File: config.mk
export PLATFORM = sky130hd
export DESIGN_NAME = fetch_unit
export DESIGN_NICKNAME = d
export VERILOG_FILES = /design/src/rtl/fetch_unit.sv
export SDC_FILE = /design/constraint.sdc
export NUM_CORES = 1
export LEC_CHECK = 0
export BUFFER_PORTS_ARGS = -buffer_cell sky130_fd_sc_hd__buf_4
export CORE_MARGIN = 2
export CORE_UTILIZATION = 23
export CTS_BUF_LIST = sky130_fd_sc_hd__clkbuf_2 sky130_fd_sc_hd__clkbuf_4 sky130_fd_sc_hd__clkbuf_8
export CTS_CLUSTER_SIZE = 40
export DETAILED_ROUTE_END_ITERATION = 16
export SLEW_MARGIN = 10
export SYNTH_ARGS = -nofsm -noshare
export SYNTH_HDL_FRONTEND = slang
export SYNTH_SLANG_ARGS = --single-unit
File: constraint.sdc
create_clock -name clk -period 2.5 [get_ports clk]
set_input_delay 0.25 -clock clk [delete_from_list [all_inputs] [get_ports clk]]
set_output_delay 0.25 -clock clk [all_outputs]
set_load 0.01 [all_outputs]
File: src/rtl/fetch_unit.sv
// fetch_unit: fetch PC, imem req/ack interface and {inst, pc} buffer feeding decode.
// Build option FETCH_PREFETCH_EN selects a 2-entry prefetch buffer; default is 1 entry.
module fetch_unit #(
   parameter logic [29:0] RESET_PC = 30'h0000000
) (
   input  logic        clk,
   input  logic        rst,
   input  logic        redirect,
   input  logic [29:0] redirect_pc,
   output logic        imem_req,
   output logic [29:0] imem_addr,
   input  logic        imem_ack,
   input  logic [31:0] imem_rdata,
   output logic        inst_valid,
   input  logic        inst_ready,
   output logic [31:0] inst,
   output logic [29:0] inst_pc
);

`ifdef FETCH_PREFETCH_EN
   localparam int unsigned DEPTH = 2;
`else
   localparam int unsigned DEPTH = 1;
`endif
   localparam int unsigned   CW      = $clog2(DEPTH + 1);
   localparam logic [CW-1:0] DEPTH_C = CW'(DEPTH);

   logic [29:0]   fpc_q, fpc_d;
   logic [CW-1:0] count_q, count_d, wr_idx;
   logic [31:0]   inst_q [DEPTH];
   logic [31:0]   inst_d [DEPTH];
   logic [29:0]   pc_q   [DEPTH];
   logic [29:0]   pc_d   [DEPTH];
   logic          push, pop;

   assign imem_req   = !rst && (count_q < DEPTH_C);
   assign imem_addr  = fpc_q;
   assign inst_valid = (count_q != '0);
   assign inst       = inst_q[0];
   assign inst_pc    = pc_q[0];
   assign push       = imem_req && imem_ack && !redirect;
   assign pop        = inst_valid && inst_ready && !redirect;

   // Head always sits in entry 0: a pop shifts entries down, a push lands just past the survivors.
   always_comb begin
      fpc_d   = fpc_q;
      count_d = count_q;
      wr_idx  = count_q - CW'(pop);
      for (int unsigned i = 0; i < DEPTH; i++) begin
         inst_d[i] = inst_q[i];
         pc_d[i]   = pc_q[i];
      end
      if (redirect) begin
         fpc_d   = redirect_pc;
         count_d = '0;
      end else begin
         if (pop) begin
            for (int unsigned i = 0; i < DEPTH - 1; i++) begin
               inst_d[i] = inst_q[i + 1];
               pc_d[i]   = pc_q[i + 1];
            end
         end
         if (push) begin
            for (int unsigned i = 0; i < DEPTH; i++) begin
               if (wr_idx == CW'(i)) begin
                  inst_d[i] = imem_rdata;
                  pc_d[i]   = fpc_q;
               end
            end
            fpc_d = fpc_q + 30'd1;
         end
         count_d = count_q + CW'(push) - CW'(pop);
      end
   end

   always_ff @(posedge clk) begin
      if (rst) begin
         fpc_q   <= RESET_PC;
         count_q <= '0;
         for (int unsigned i = 0; i < DEPTH; i++) begin
            inst_q[i] <= '0;
            pc_q[i]   <= '0;
         end
      end else begin
         fpc_q   <= fpc_d;
         count_q <= count_d;
         for (int unsigned i = 0; i < DEPTH; i++) begin
            inst_q[i] <= inst_d[i];
            pc_q[i]   <= pc_d[i];
         end
      end
   end

endmodule

==> impl_metrics.toml, run 1 <==
[synthesis]
synthXorXnorAreaFrac = 0.0194
synthMuxAreaShare = 0.00247
synth-seq-cells = 93
synth.distinct_cells = 50
yosysSeqAreaShare = 0.459
synth_nets = 580
syn_area_um2 = 4050
synth_top_family_by_area = "simple AND/OR/NAND/NOR gates"
yosys.area_share.simple = 0.280
yosys_warnings = 0
synthAdderAreaFrac = 0.00309
avgSynthCellArea_um2 = 7.92
synth_area_leaders = "dfxtp_1 (46%), nand2_1 (14%), a21oi_1 (7.8%), clkbuf_1 (2.8%), a211oi_1 (2.0%)"
synth_cells = 512
synth_top_area_frac = 0.459
yosysTopAreaCell = "dfxtp_1"
synth_compound_area_frac = 0.185

[clock_network]
cts_buffer_depth = 2
ctsHtreeMaxLevel = 3
postCtsSetupBuffers = 0
numCtsBuffers = 9
clk_pin_slew_ns = 0.09
clock_latency_ns = 0.38
cts_resized = 0
cts_tree = "built"
cts_hold_buf = 0
root_buffer = "clkbuf_8"
cts_sinks = 93

[global_route]
antenna_found_initial = 0
grt_max_degree = 56
grt_pass1_wl_mm = 21.2
grtUsageTotal = 0.148
gr-total-overflow = 0
grt_pass1_vias = 3731

[drt]
drt_first_pass_iters = 4
drc = 0
top_layer_used = "met4"
routed_wl_mm = 13.9
first_iter_violations = 297
ant_nets = 0
wl_met3_mm = 1.10
met2_length_mm = 6.20
vias = 4108
viasPerCell = 4.66
routedWlPerCell_um = 15.8
met1_length_mm = 6.40

[floorplan]
die_w_um = 137
dieArea_um2 = 18700
start_util = 0.235
core_um2 = 17200
num_rows = 48
io_pins = 161
die_y_um = 137

[critical_path]
critPathLaunchType = "flip-flop"
cp_slowest_cell = "and3_1"
worstPathRequired_ns = 2.76
cp_num_buf_inv = 0
end_kind = "flip-flop"
slowest_delay_ns = 0.45
worst-path-max-fanout = 11
crit_arrival_ns = 2.30
worstPathCellList = "ha_1 -> and4bb_2 -> and3_1 -> a311oi_1 -> a2111oi_0"
cp_top_family = "simple AND/OR/NAND/NOR gates"
path_class = "reg -> reg"

[sta]
maxSlewViolCount = 0
finalCriticalPeriod_ns = 2.04
finalWorstSetupSlack_ns = 0.461
rsz0062_at_grt = "false"
fmaxAchievable_ghz = 0.490
maxSlewHeadroom = 0.566
finClkSkew_ns = 0.0167
finalHoldViolations = 0
period_share = 0.816
tightest_slew_ns = 0.652
setup_tns_ns = 0
setup_viol = 0

[placed_design]
dp.cells = 866
post-dp-hpwl_mm = 9.62
portBuffers = 160
gp_congestion = 0.806
place_ws_ns = 0.487

[finish]
area_growth_syn_to_layout_pct = 39.1
register_area_um2 = 1860
diodes = 0
drive_gt1_frac = 0.293
nets = 720
final_core_util = 0.327
fill_cells = 1883
multiInputGateArea_um2 = 1990
finalNonFillerCells = 881

[pwr]
seq_power_share = 0.540
combPwrFrac = 0.141
powerDensity_nw_per_um2 = 533
p_leak_nw = 2.25
power.switching_mw = 0.857
swShare = 0.285
clockPowerShare = 0.319
max-vdd-ir-drop_mv = 0.217
p_int_mw = 2.15

[run]
cap_viol_max_count = 0

[run_status]
status = "finished clean"

[min_path]
holdCritPathClass = "in -> reg"
## power by group through the flow
stage	Combinational [mW]	Sequential, mW	Clock [mW]
5_1_grt	0.465	1.63	1.07
3_5_place_dp	0.427	1.66	0
2_1_floorplan	0.169	1.66	0
4_1_cts	0.429	1.62	1.01
3_3_place_gp	0.428	1.65	0
6_report	0.425	1.62	0.959
## area by class of cell
cell class	count	share of cell area
Multi-Input combinational cell	369	0.353
Sequential cell	93	0.330
Timing Repair Buffer	170	0.231
Tap cell	225	0.0499
Clock buffer	11	0.0257
Inverter	9	0.00599
Clock inverter	4	0.00444
## per-stage QoR
step                      area (µm²)  power [mW]  hold WS (ns)
after floorplan                 4050        1.83         0.368
after global placement          5470        2.08         0.443
after detailed placement        5470        2.08         0.447
after CTS                       5640        3.06        0.0364
after global routing            5640        3.17        0.0505
final                           5640        3.00        0.0658
## worst register-to-register path: stages, from the launching register on
cell and delay (ns):
dfxtp_1 0.42, ha_1 0.16, and4bb_2 0.37, and3_1 0.45, a311oi_1 0.15, a2111oi_0 0.37
## final timing paths
check                     from             to  slack (ns)  depth (start not counted)
setup / recovery  imem_addr[0]  imem_addr[22]        0.46                          5
hold / removal      inst_ready     inst_valid        0.07                          2
setup reg to reg  imem_addr[0]  imem_addr[22]        0.46                          5
hold reg to reg    pc_q[0][14]    pc_q[0][14]        0.46                          2
## synthesized netlist by cell type, drive strengths merged
library cell,n
nor3,7
and3,6
mux2i,1
o2111ai,1
a32oi,1
o31a,1
a2111oi,5
o31ai,3
nand4,14
and4,9
nand2,146
a31oi,2
o2111a,2
a311o,1
nor2b,7
and2,2
o211a,3
nor4bb,1
o211ai,2
a221oi,2
a22oi,1
or3,7
ha,1
a211oi,11
inv,9
nand3,9
nor3b,2
or4,1
nor2,21
nor4,6
a211o,1
clkbuf,30
o21ai,10
and4bb,1
dfxtp,93
xor2,6
a311oi,7
buf,11
a32o,1
xnor2,3
a21oi,63
nand2b,1
o41a,1
## logic make-up after synthesis
group | after synthesis
AOI/OAI and AO/OA | 118
xor gates and xnor gates | 9
adders and majority gates | 1
buffers and inverters | 50
DFF | 93
muxes | 1
and+or+nand+nor | 240
## placed cells by master (no fill, tap or decap), types with 6 or more instances in the layout
cell type    n
buf_4      168
nand2_1    145
dfxtp_1     93
a21oi_1     63
nor2_1      21
nand4_1     13
a211oi_1    11
o21ai_0     10
clkbuf_8    10
and4_1       9
inv_1        9
nand3_1      9
a311oi_1     7
nor2b_1      7
and3_1       6
nor4_1       6
or3_1        6
nor3_1       6
xor2_1       6
## routing by layer
metal  track usage  vias up
met5             0        -
met4        0.0596        0
met3        0.0422       15
met2         0.215      133
met1         0.206     1897
li1              -     2063
## registers in the layout, indices dropped and copies added, names as in the netlist
name,count
imem_addr,30
pc_q,30
inst_q,32
inst_valid,1
No activity file was read; power rests on OpenSTA's default activity.
==> inputs of run 2 (changes only) <==
==> constraint.sdc (replaced) <==
create_clock -name clk -period 1.85 [get_ports clk]
set_input_delay 0.185 -clock clk [delete_from_list [all_inputs] [get_ports clk]]
set_output_delay 0.185 -clock clk [all_outputs]
set_load 0.01 [all_outputs]
==> impl_metrics.toml, run 2 (same netlist as run 1, synthesis figures left out) <==
[floorplan]
die_w_um = 137
core_um2 = 17200
io_pins = 161
dieArea_um2 = 18700
die_y_um = 137
start_util = 0.235
num_rows = 48

[finish]
diodes = 0
final_cell_mix = "buf_4 (202), nand2_1 (145), dfxtp_1 (93)"
final_common_cell = "buf_4"
max_flop_register = "inst_q"
final_core_util = 0.344
drive_gt1_frac = 0.331
finalNonFillerCells = 917
largest_register_ffs = 32
nets = 755
area_growth_syn_to_layout_pct = 46.4

[pwr]
combPwrFrac = 0.159
powerDensity_nw_per_um2 = 718
swShare = 0.270
power.switching_mw = 1.15
seq_power_share = 0.505
p_leak_nw = 2.44
clockPowerShare = 0.337
power_mw = 4.26
max-vdd-ir-drop_mv = 0.409
p_int_mw = 3.11

[sta]
holdWs_ns = 0.0268
finalHoldViolations = 0
maxSlewViolCount = 0
period_share = 0.943
finalWorstSetupSlack_ns = 0.105
maxSlewHeadroom = 0.491
finClkSkew_ns = 0.0145
fmaxAchievable_ghz = 0.573
tightest_slew_ns = 0.764
rsz0062_at_grt = "true"
finalCriticalPeriod_ns = 1.75
setup_viol = 0

[global_route]
grt_pass1_wl_mm = 21.9
grtUsageTotal = 0.151
gr-total-overflow = 0
grt_pass1_vias = 4044
grt_max_degree = 68
antenna_found_initial = 0

[clock_network]
cts_sinks = 93
numCtsBuffers = 9
ctsHtreeMaxLevel = 3
cts_buffer_depth = 2
clk_pin_slew_ns = 0.10
clock_latency_ns = 0.38
cts_tree = "built"
root_buffer = "clkbuf_8"

[drt]
first_iter_violations = 273
routed_wl_mm = 14.0
vias = 4303
routedWlPerCell_um = 15.3
ant_nets = 0
drc = 0
drt_first_pass_iters = 4
viasPerCell = 4.69

[min_path]
holdCritPathClass = "in -> reg"

[critical_path]
crit_arrival_ns = 2.02
regToRegStartpoint = "imem_addr[10]"
reg2reg_to = "imem_addr[23]"
end_kind = "flip-flop"
crit_path_end = "imem_addr[23]"
critPathLaunch = "imem_addr[10]"
worstPathRequired_ns = 2.13
ff2ff_path_depth = 4
path_class = "reg -> reg"
rrSetupSlack_ns = 0.10
critPathLaunchType = "flip-flop"
worst-path-max-fanout = 14

[placed_design]
dp.cells = 900
post-dp-hpwl_mm = 10.2
place_ws_ns = 0.116
portBuffers = 160
gp_congestion = 0.862

[run]
cap_viol_max_count = 0

[run_status]
status = "finished clean"
run 2: how the worst min path moves through the flow:
stage | from | end | slack [ns] | cells after the start
after floorplan | inst_ready | inst_valid | 0.30 | 1
after global placement | inst_ready | inst_valid | 0.40 | 2
after detailed placement | inst_ready | inst_valid | 0.40 | 2
after CTS | redirect_pc[2] | imem_addr[2] | 0.002 | 2
after global routing | redirect_pc[0] | imem_addr[0] | 0.02 | 2
final | redirect_pc[2] | imem_addr[2] | 0.03 | 2
run 2: area by class of cell:
type	count	area, µm²
sequential	93	1860
fill	1844	11300
clock buffer	12	153
timing repair buffer	205	1570
clock inverter	4	47.5
multi-input combinational	369	1990
inverter	9	33.8
tap	225	282
run 2: per-layer routing:
metal	part of all wire	GRT usage	vias up	routed length, µm
met5	0	0	-	0
met4	0.021	0.0619	0	301
met3	0.084	0.0404	22	1180
met2	0.45	0.230	164	6290
met1	0.45	0.203	1971	6240
li1	-	-	2146	-
run 2: power groups by stage:
stage,Combinational (mW),Clock (mW),Sequential [mW]
final,0.676,1.44,2.15
after global routing,0.740,1.56,2.16
after CTS,0.682,1.51,2.15
after detailed placement,0.678,0,2.20
after global placement,0.681,0,2.20
after floorplan,0.228,0,2.24
run 2: worst max-delay path: stages (launching register included):
cell	delay, ns
dfxtp_1	0.38
nand4_4	0.11
or3_4	0.48
or4_1	0.54
o2111a_1	0.14
run 2: repair_timing:
action	4_1_cts	5_1_grt
endpoints found under the setup margin	0	4
hold endpoints to repair	1	0
gates resized for setup	0	2
setup buffers	0	0
hold buffers	1	0
run 2: through the flow:
| stage | setup TNS, ns | instance area, µm² |
|---|---|---|
| 2_1_floorplan | 0 | 4050 |
| 4_1_cts | 0 | 5930 |
| 5_1_grt | -0.0140 | 5940 |
| 6_report | 0 | 5940 |
| 3_3_place_gp | 0 | 5720 |
| 3_5_place_dp | 0 | 5720 |
